<file path="src/rtl/cplx_div_seq.sv">
// Sequenced complex divider: op = in1 / in2 on packed {re, im} 24-bit FP words,
// using time-shared mul/mul/addsub/div units. Define CPLX_DIV_ZCHK_EN to enable the zero-denominator bypass.
module cplx_div_seq #(
  parameter int UNIT_LAT = 1,
  parameter int WIDTH    = 48
) (
  input  logic             clock,
  input  logic             reset_n,
  input  logic             in_valid,
  output logic             in_ready,
  input  logic [WIDTH-1:0] in1,
  input  logic [WIDTH-1:0] in2,
  output logic             out_valid,
  input  logic             out_ready,
  output logic [WIDTH-1:0] op,
  output logic             dz
);
  localparam int HW = WIDTH / 2;
  localparam int CW = (UNIT_LAT > 1) ? $clog2(UNIT_LAT) : 1;

  // FP word: sign[23], exp[22:16] bias 63, mantissa[15:0] with hidden one; exp 0 is zero.
  // All units truncate; overflow saturates to exp 7F / mantissa 0.
  function automatic logic [23:0] fp_mul(input logic [23:0] x, input logic [23:0] y);
    logic [33:0]       p;
    logic [17:0]       pp;
    logic [15:0]       m;
    logic signed [9:0] e;
    logic              s;
    s  = x[23] ^ y[23];
    p  = {17'd0, 1'b1, x[15:0]} * {17'd0, 1'b1, y[15:0]};
    pp = 18'(p >> 16);
    e  = $signed({3'd0, x[22:16]}) + $signed({3'd0, y[22:16]}) - 10'sd63;
    if (pp[17]) begin
      m = pp[16:1];
      e = e + 10'sd1;
    end else begin
      m = pp[15:0];
    end
    if (x[22:16] == 7'd0 || y[22:16] == 7'd0 || e <= 10'sd0) return 24'h0;
    if (e >= 10'sd127) return {s, 7'h7F, 16'h0};
    return {s, e[6:0], m};
  endfunction

  function automatic logic [23:0] fp_add(input logic [23:0] x, input logic [23:0] y,
                                         input logic sub);
    logic [23:0]       yy, big, sml;
    logic [16:0]       mb, ms, nrm;
    logic [17:0]       sum;
    logic [6:0]        sh;
    logic signed [9:0] e;
    yy = {y[23] ^ sub, y[22:0]};
    if (yy[22:16] == 7'd0) return (x[22:16] == 7'd0) ? 24'h0 : x;
    if (x[22:16] == 7'd0) return yy;
    if (x[22:0] >= yy[22:0]) begin
      big = x;
      sml = yy;
    end else begin
      big = yy;
      sml = x;
    end
    sh = big[22:16] - sml[22:16];
    mb = {1'b1, big[15:0]};
    ms = {1'b1, sml[15:0]} >> sh;
    e  = $signed({3'd0, big[22:16]});
    if (big[23] == sml[23]) begin
      sum = {1'b0, mb} + {1'b0, ms};
      if (sum[17]) begin
        nrm = sum[17:1];
        e   = e + 10'sd1;
      end else begin
        nrm = sum[16:0];
      end
    end else begin
      nrm = mb - ms;
      if (nrm == 17'd0) return 24'h0;
      for (int i = 0; i < 17; i++) begin
        if (!nrm[16]) begin
          nrm = nrm << 1;
          e   = e - 10'sd1;
        end
      end
    end
    if (e <= 10'sd0) return 24'h0;
    if (e >= 10'sd127) return {big[23], 7'h7F, 16'h0};
    return {big[23], e[6:0], nrm[15:0]};
  endfunction

  function automatic logic [23:0] fp_div(input logic [23:0] x, input logic [23:0] y);
    logic [33:0]       num, dv;
    logic [17:0]       q;
    logic [15:0]       m;
    logic signed [9:0] e;
    logic              s;
    s = x[23] ^ y[23];
    if (y[22:16] == 7'd0) return {s, 7'h7F, 16'h0};
    if (x[22:16] == 7'd0) return 24'h0;
    num = {1'b1, x[15:0], 17'd0};
    dv  = {17'd0, 1'b1, y[15:0]};
    q   = 18'(num / dv);
    e   = $signed({3'd0, x[22:16]}) - $signed({3'd0, y[22:16]}) + 10'sd63;
    if (q[17]) begin
      m = q[16:1];
    end else begin
      m = q[15:0];
      e = e - 10'sd1;
    end
    if (e <= 10'sd0) return 24'h0;
    if (e >= 10'sd127) return {s, 7'h7F, 16'h0};
    return {s, e[6:0], m};
  endfunction

  typedef enum logic [3:0] {
    IDLE, MUL_A, MUL_B, MUL_C, ADD_RE, ADD_IM, ADD_DEN, DIV_RE, DIV_IM, DONE
  } state_t;

  state_t        state, nxt;
  logic [CW-1:0] cnt;
  logic          last;
  logic          skip_div;

  logic [HW-1:0] a, b, c, d;
  logic [HW-1:0] ac, bd, bc, ad, cc, dd;
  logic [HW-1:0] nr, ni, den, re, im;

  logic [HW-1:0] m0x, m0y, m1x, m1y, ax, ay, nx, dy;
  logic          sub;
  logic [HW-1:0] m0_res, m1_res, add_res, div_res;

  assign last      = (cnt == CW'(UNIT_LAT - 1));
  assign in_ready  = (state == IDLE);
  assign out_valid = (state == DONE);
  assign op        = {re, im};

`ifdef CPLX_DIV_ZCHK_EN
  assign skip_div = (add_res[22:16] == 7'd0);
`else
  assign skip_div = 1'b0;
`endif

  always_ff @(posedge clock) begin
    if (!reset_n) state <= IDLE;
    else          state <= nxt;
  end

  // Step counter: every arithmetic state lasts exactly UNIT_LAT cycles.
  always_ff @(posedge clock) begin
    if (!reset_n || last || state == IDLE || state == DONE) cnt <= '0;
    else                                                     cnt <= cnt + 1'b1;
  end

  always_comb begin
    nxt = state;
    case (state)
      IDLE:    if (in_valid) nxt = MUL_A;
      MUL_A:   if (last) nxt = MUL_B;
      MUL_B:   if (last) nxt = MUL_C;
      MUL_C:   if (last) nxt = ADD_RE;
      ADD_RE:  if (last) nxt = ADD_IM;
      ADD_IM:  if (last) nxt = ADD_DEN;
      ADD_DEN: if (last) nxt = skip_div ? DONE : DIV_RE;
      DIV_RE:  if (last) nxt = DIV_IM;
      DIV_IM:  if (last) nxt = DONE;
      DONE:    if (out_ready) nxt = IDLE;
      default: nxt = IDLE;
    endcase
  end

  // Operand steering for the shared units; held constant across each step.
  always_comb begin
    m0x = a;  m0y = c;  m1x = b;  m1y = d;
    ax  = ac; ay  = bd; sub = 1'b0;
    nx  = nr; dy  = den;
    case (state)
      MUL_B:   begin m0x = b; m0y = c; m1x = a; m1y = d; end
      MUL_C:   begin m0x = c; m0y = c; m1x = d; m1y = d; end
      ADD_IM:  begin ax = bc; ay = ad; sub = 1'b1; end
      ADD_DEN: begin ax = cc; ay = dd; end
      DIV_IM:  nx = ni;
      default: ;
    endcase
  end

  assign m0_res  = fp_mul(m0x, m0y);
  assign m1_res  = fp_mul(m1x, m1y);
  assign add_res = fp_add(ax, ay, sub);
  assign div_res = fp_div(nx, dy);

  always_ff @(posedge clock) begin
    if (!reset_n) begin
      a  <= '0; b  <= '0; c  <= '0; d  <= '0;
      ac <= '0; bd <= '0; bc <= '0; ad <= '0; cc <= '0; dd <= '0;
      nr <= '0; ni <= '0; den <= '0; re <= '0; im <= '0;
    end else begin
      case (state)
        IDLE: if (in_valid) begin
          a <= in1[WIDTH-1:HW]; b <= in1[HW-1:0];
          c <= in2[WIDTH-1:HW]; d <= in2[HW-1:0];
        end
        MUL_A:   if (last) begin ac <= m0_res; bd <= m1_res; end
        MUL_B:   if (last) begin bc <= m0_res; ad <= m1_res; end
        MUL_C:   if (last) begin cc <= m0_res; dd <= m1_res; end
        ADD_RE:  if (last) nr <= add_res;
        ADD_IM:  if (last) ni <= add_res;
        ADD_DEN: if (last) begin
          den <= add_res;
          if (skip_div) begin
            re <= '0;
            im <= '0;
          end
        end
        DIV_RE:  if (last) re <= div_res;
        DIV_IM:  if (last) im <= div_res;
        default: ;
      endcase
    end
  end

`ifdef CPLX_DIV_ZCHK_EN
  logic dz_r;
  always_ff @(posedge clock) begin
    if (!reset_n)                     dz_r <= 1'b0;
    else if (state == IDLE && in_valid) dz_r <= 1'b0;
    else if (state == ADD_DEN && last)  dz_r <= skip_div;
  end
  assign dz = dz_r;
`else
  assign dz = 1'b0;
`endif

endmodule

</file>
<file path="config.mk">
export PLATFORM = sky130hd
export DESIGN_NAME = cplx_div_seq
export DESIGN_NICKNAME = d
export VERILOG_FILES = /design/src/rtl/cplx_div_seq.sv
export SDC_FILE = /design/constraint.sdc
export NUM_CORES = 2
export LEC_CHECK = 0
export BUFFER_PORTS_ARGS = -buffer_cell sky130_fd_sc_hd__buf_2
export CAP_MARGIN = 20
export CORE_UTILIZATION = 45
export DETAILED_ROUTE_END_ITERATION = 16
export PLACE_DENSITY = 0.67
export REMOVE_ABC_BUFFERS = 1
export SLEW_MARGIN = 20
export SYNTH_ARGS = -nofsm -noshare
export SYNTH_HDL_FRONTEND = slang
export SYNTH_SLANG_ARGS = --single-unit
</file>
<file path="constraint.sdc">
create_clock -name clock -period 84.6 [get_ports clock]
set_clock_uncertainty 0.15 [all_clocks]
set_input_delay 12.69 -clock clock [delete_from_list [all_inputs] [get_ports clock]]
set_output_delay 12.69 -clock clock [all_outputs]
set_load 0.01 [all_outputs]
</file>
==> flow_summary.ini <==
[critical_path]
endpoint_kind = flop
crit_path_top_delay_cell = or4_1
critical_path.top_delay_family = compound AO/OA/AOI/OAI gates
critPathMaxFanout = 45
arrival_ns = 73.35
crit_buf_inv = 9
crit_path_frequent_cell = o21a_1
critPathKind = reg2reg
crit_required_ns = 85.01
crit_path_start_kind = flop
max_stage_delay_ns = 0.80

[logic_synthesis]
async_flop_share = 0
syn-cell-area_sq_um = 63700
synth_seq_cells = 365
synth_ff_type = dfxtp_1
yosysUniqueCellTypes = 130
synth_warnings = 0
syn_area_per_cell_sq_um = 7.31
synth_edf_count = 0
netlist_instances = 8722
synth_seq_area_share = 0.115

[drt]
firstDrtPassIters = 6
ant_nets = 0
viasPerCell = 5.94
drt-total-wl_microns = 206000
num_vias = 62600
drc = 0
wl_per_cell_microns = 19.6
drt_iter0_drc = 5113

[cts]
cts_tree = built
path_clk_slew_ns = 0.07
post_cts_hold_buffer_count = 0
cts_root_buf = clkbuf_16
cts_resized = 0
insertion_delay_ns = 0.66
post_cts.repair.setup_buffers = 0
clock_sinks = 365
h-tree-depth = 2
numCtsBuffers = 45
clockBufferDepth = 3

[layout]
mostFrequentLayoutCell = nand2_1
drive_gt1_frac = 0.0708
fin_nets = 9773
fill_cells = 13900
area_growth_pct = 6.52
antenna_cells = 0
final_cell_mix = nand2_1 (1458), a21oi_1 (775), nor2_1 (754)

[sta]
grt_setup_unrepaired = no
setup_tns_ns = 0
finalHoldViolCount = 0
tightest_slew_ns = 1.12
slew_headroom = 0.251
max_freq_ghz = 0.0137
setup_violations = 0
final_max_slew_viol_count = 0
fin_crit_ns = 72.94
layout_worst_path_cycle_share = 0.862

[floorplanning]
io_pins = 151
die_area_sq_um = 143000
die_h_microns = 378
start_util = 0.455
core_area_sq_um = 140000
num_rows = 137
die_w_microns = 378

[global_routing]
grt_pass1_vias = 60200
grtUsageTotal = 0.284
gr-total-overflow = 0
antenna_found_initial = 5
grt_max_degree = 113
grt_pass1_wl_microns = 328000

[place]
post-dp-hpwl_microns = 161000
port_buffers = 149
gp_congestion = 0.980

[run_status]
status = finished clean

[flow_run]
maxCapViolations = 0

[worst_hold_path]
hp-class = reg2reg
per-stage QoR:
stage               setup slack [ns]  hold WS, ns  area [sq um]  instances  utilization
CTS                            12.36        0.302         67900      10500        0.485
global placement               14.18        0.289         66300      10500        0.474
detailed placement             12.55        0.294         66300      10500        0.474
finish                         11.66        0.300         67900      10500        0.485
floorplan                      14.05        0.283         62100       8302            -
global route                    5.76        0.318         67900      10500        0.485
final timing paths:
kind,start,endpoint,slack [ns],cells after the start
setup / recovery,state[2],im[0],11.66,317
hold / removal,re[17],re[17],0.30,2
setup reg to reg,state[2],im[0],11.66,317
hold reg to reg,re[17],re[17],0.30,2
worst register-to-register path: cells and delay by family, from the launching register on:
family | cells | cell delay (ns)
buffers and inverters | 9 | 2.94
flip-flops | 1 | 0.43
multiplexers | 5 | 1.42
adder cells (fa/ha/maj) | 18 | 6.17
AND/OR/NAND/NOR | 62 | 15.08
AO/OA/AOI/OAI | 223 | 46.72
cell families (layout without fill, tap and decap cells):
logic type | Yosys count | count (layout) | synth area share
adder cells (fa/ha/maj) | 1043 | 1043 | 0.258
AND/OR/NAND/NOR | 3329 | 3329 | 0.239
flip-flops | 365 | 365 | 0.115
other | 1 | 2 | 0.0000588
AO/OA/AOI/OAI | 2215 | 2215 | 0.225
multiplexers | 271 | 271 | 0.0446
buffers and inverters | 1121 | 1062 | 0.0672
XOR/XNOR | 377 | 377 | 0.0520
final cells by class:
class                           count  area, sq um  area share
Timing Repair Buffer              281         1730      0.0255
Inverter                          700         2640      0.0388
Clock inverter                     21          275     0.00405
Tap cell                         1876         2350      0.0346
Sequential cell                   365         7310       0.108
Clock buffer                       60         1250      0.0184
Multi-Input combinational cell   7237        52300       0.771
routing by layer:
metal / GRT usage / share of wire / wire length, microns / up-vias
met4: 0.0931 / 0.035 / 7160 / 4
met5: 0 / 0.00016 / 34 / -
met1: 0.388 / 0.44 / 91700 / 30200
met2: 0.460 / 0.45 / 92800 / 2118
li1: - / - / - / 30000
met3: 0.0372 / 0.070 / 14400 / 375
state kept, by name, summed over array words and instances, names as in the netlist, 4 cells and up:
register and cells:
nr 24, state 4, ac 24, dd 24, bc 24, bd 24
ad 24, a 24, b 24, ni 24, im 24, d 24
den 24, re 24, cc 24, c 24
Yosys cell counts, types with 39 or more instances:
library cell  number  area share
buf_1             54      0.0032
clkbuf_1         331       0.019
inv_1            696       0.041
nor2b_1           65      0.0064
nand4_1           84      0.0082
nor2_1           763       0.045
nor3_1           204       0.016
nand3_1          133       0.010
dfxtp_1          365        0.11
mux2_2            91       0.016
o21a_1           172       0.020
and3_1            62      0.0061
o21ai_0          300       0.024
and2_1           191       0.019
a22oi_1           65      0.0077
fa_1             450        0.14
a31oi_1           50      0.0049
xnor2_1          237       0.033
o22ai_1           46      0.0045
a21o_1           203       0.024
ha_1             593        0.12
mux2i_1          178       0.028
xor2_1           139       0.019
o211ai_1          41      0.0048
or2_2             39      0.0038
o31ai_1           85       0.010
or3_1             52      0.0051
nand2b_1          95      0.0093
a211oi_1          90       0.011
nor4_1            40      0.0039
nand2_1         1460       0.086
a21oi_1          784       0.062
Power is left out: the tool's default activity adds up to more than one toggle a clock period on the data nets, which glitch-free logic cannot reach.
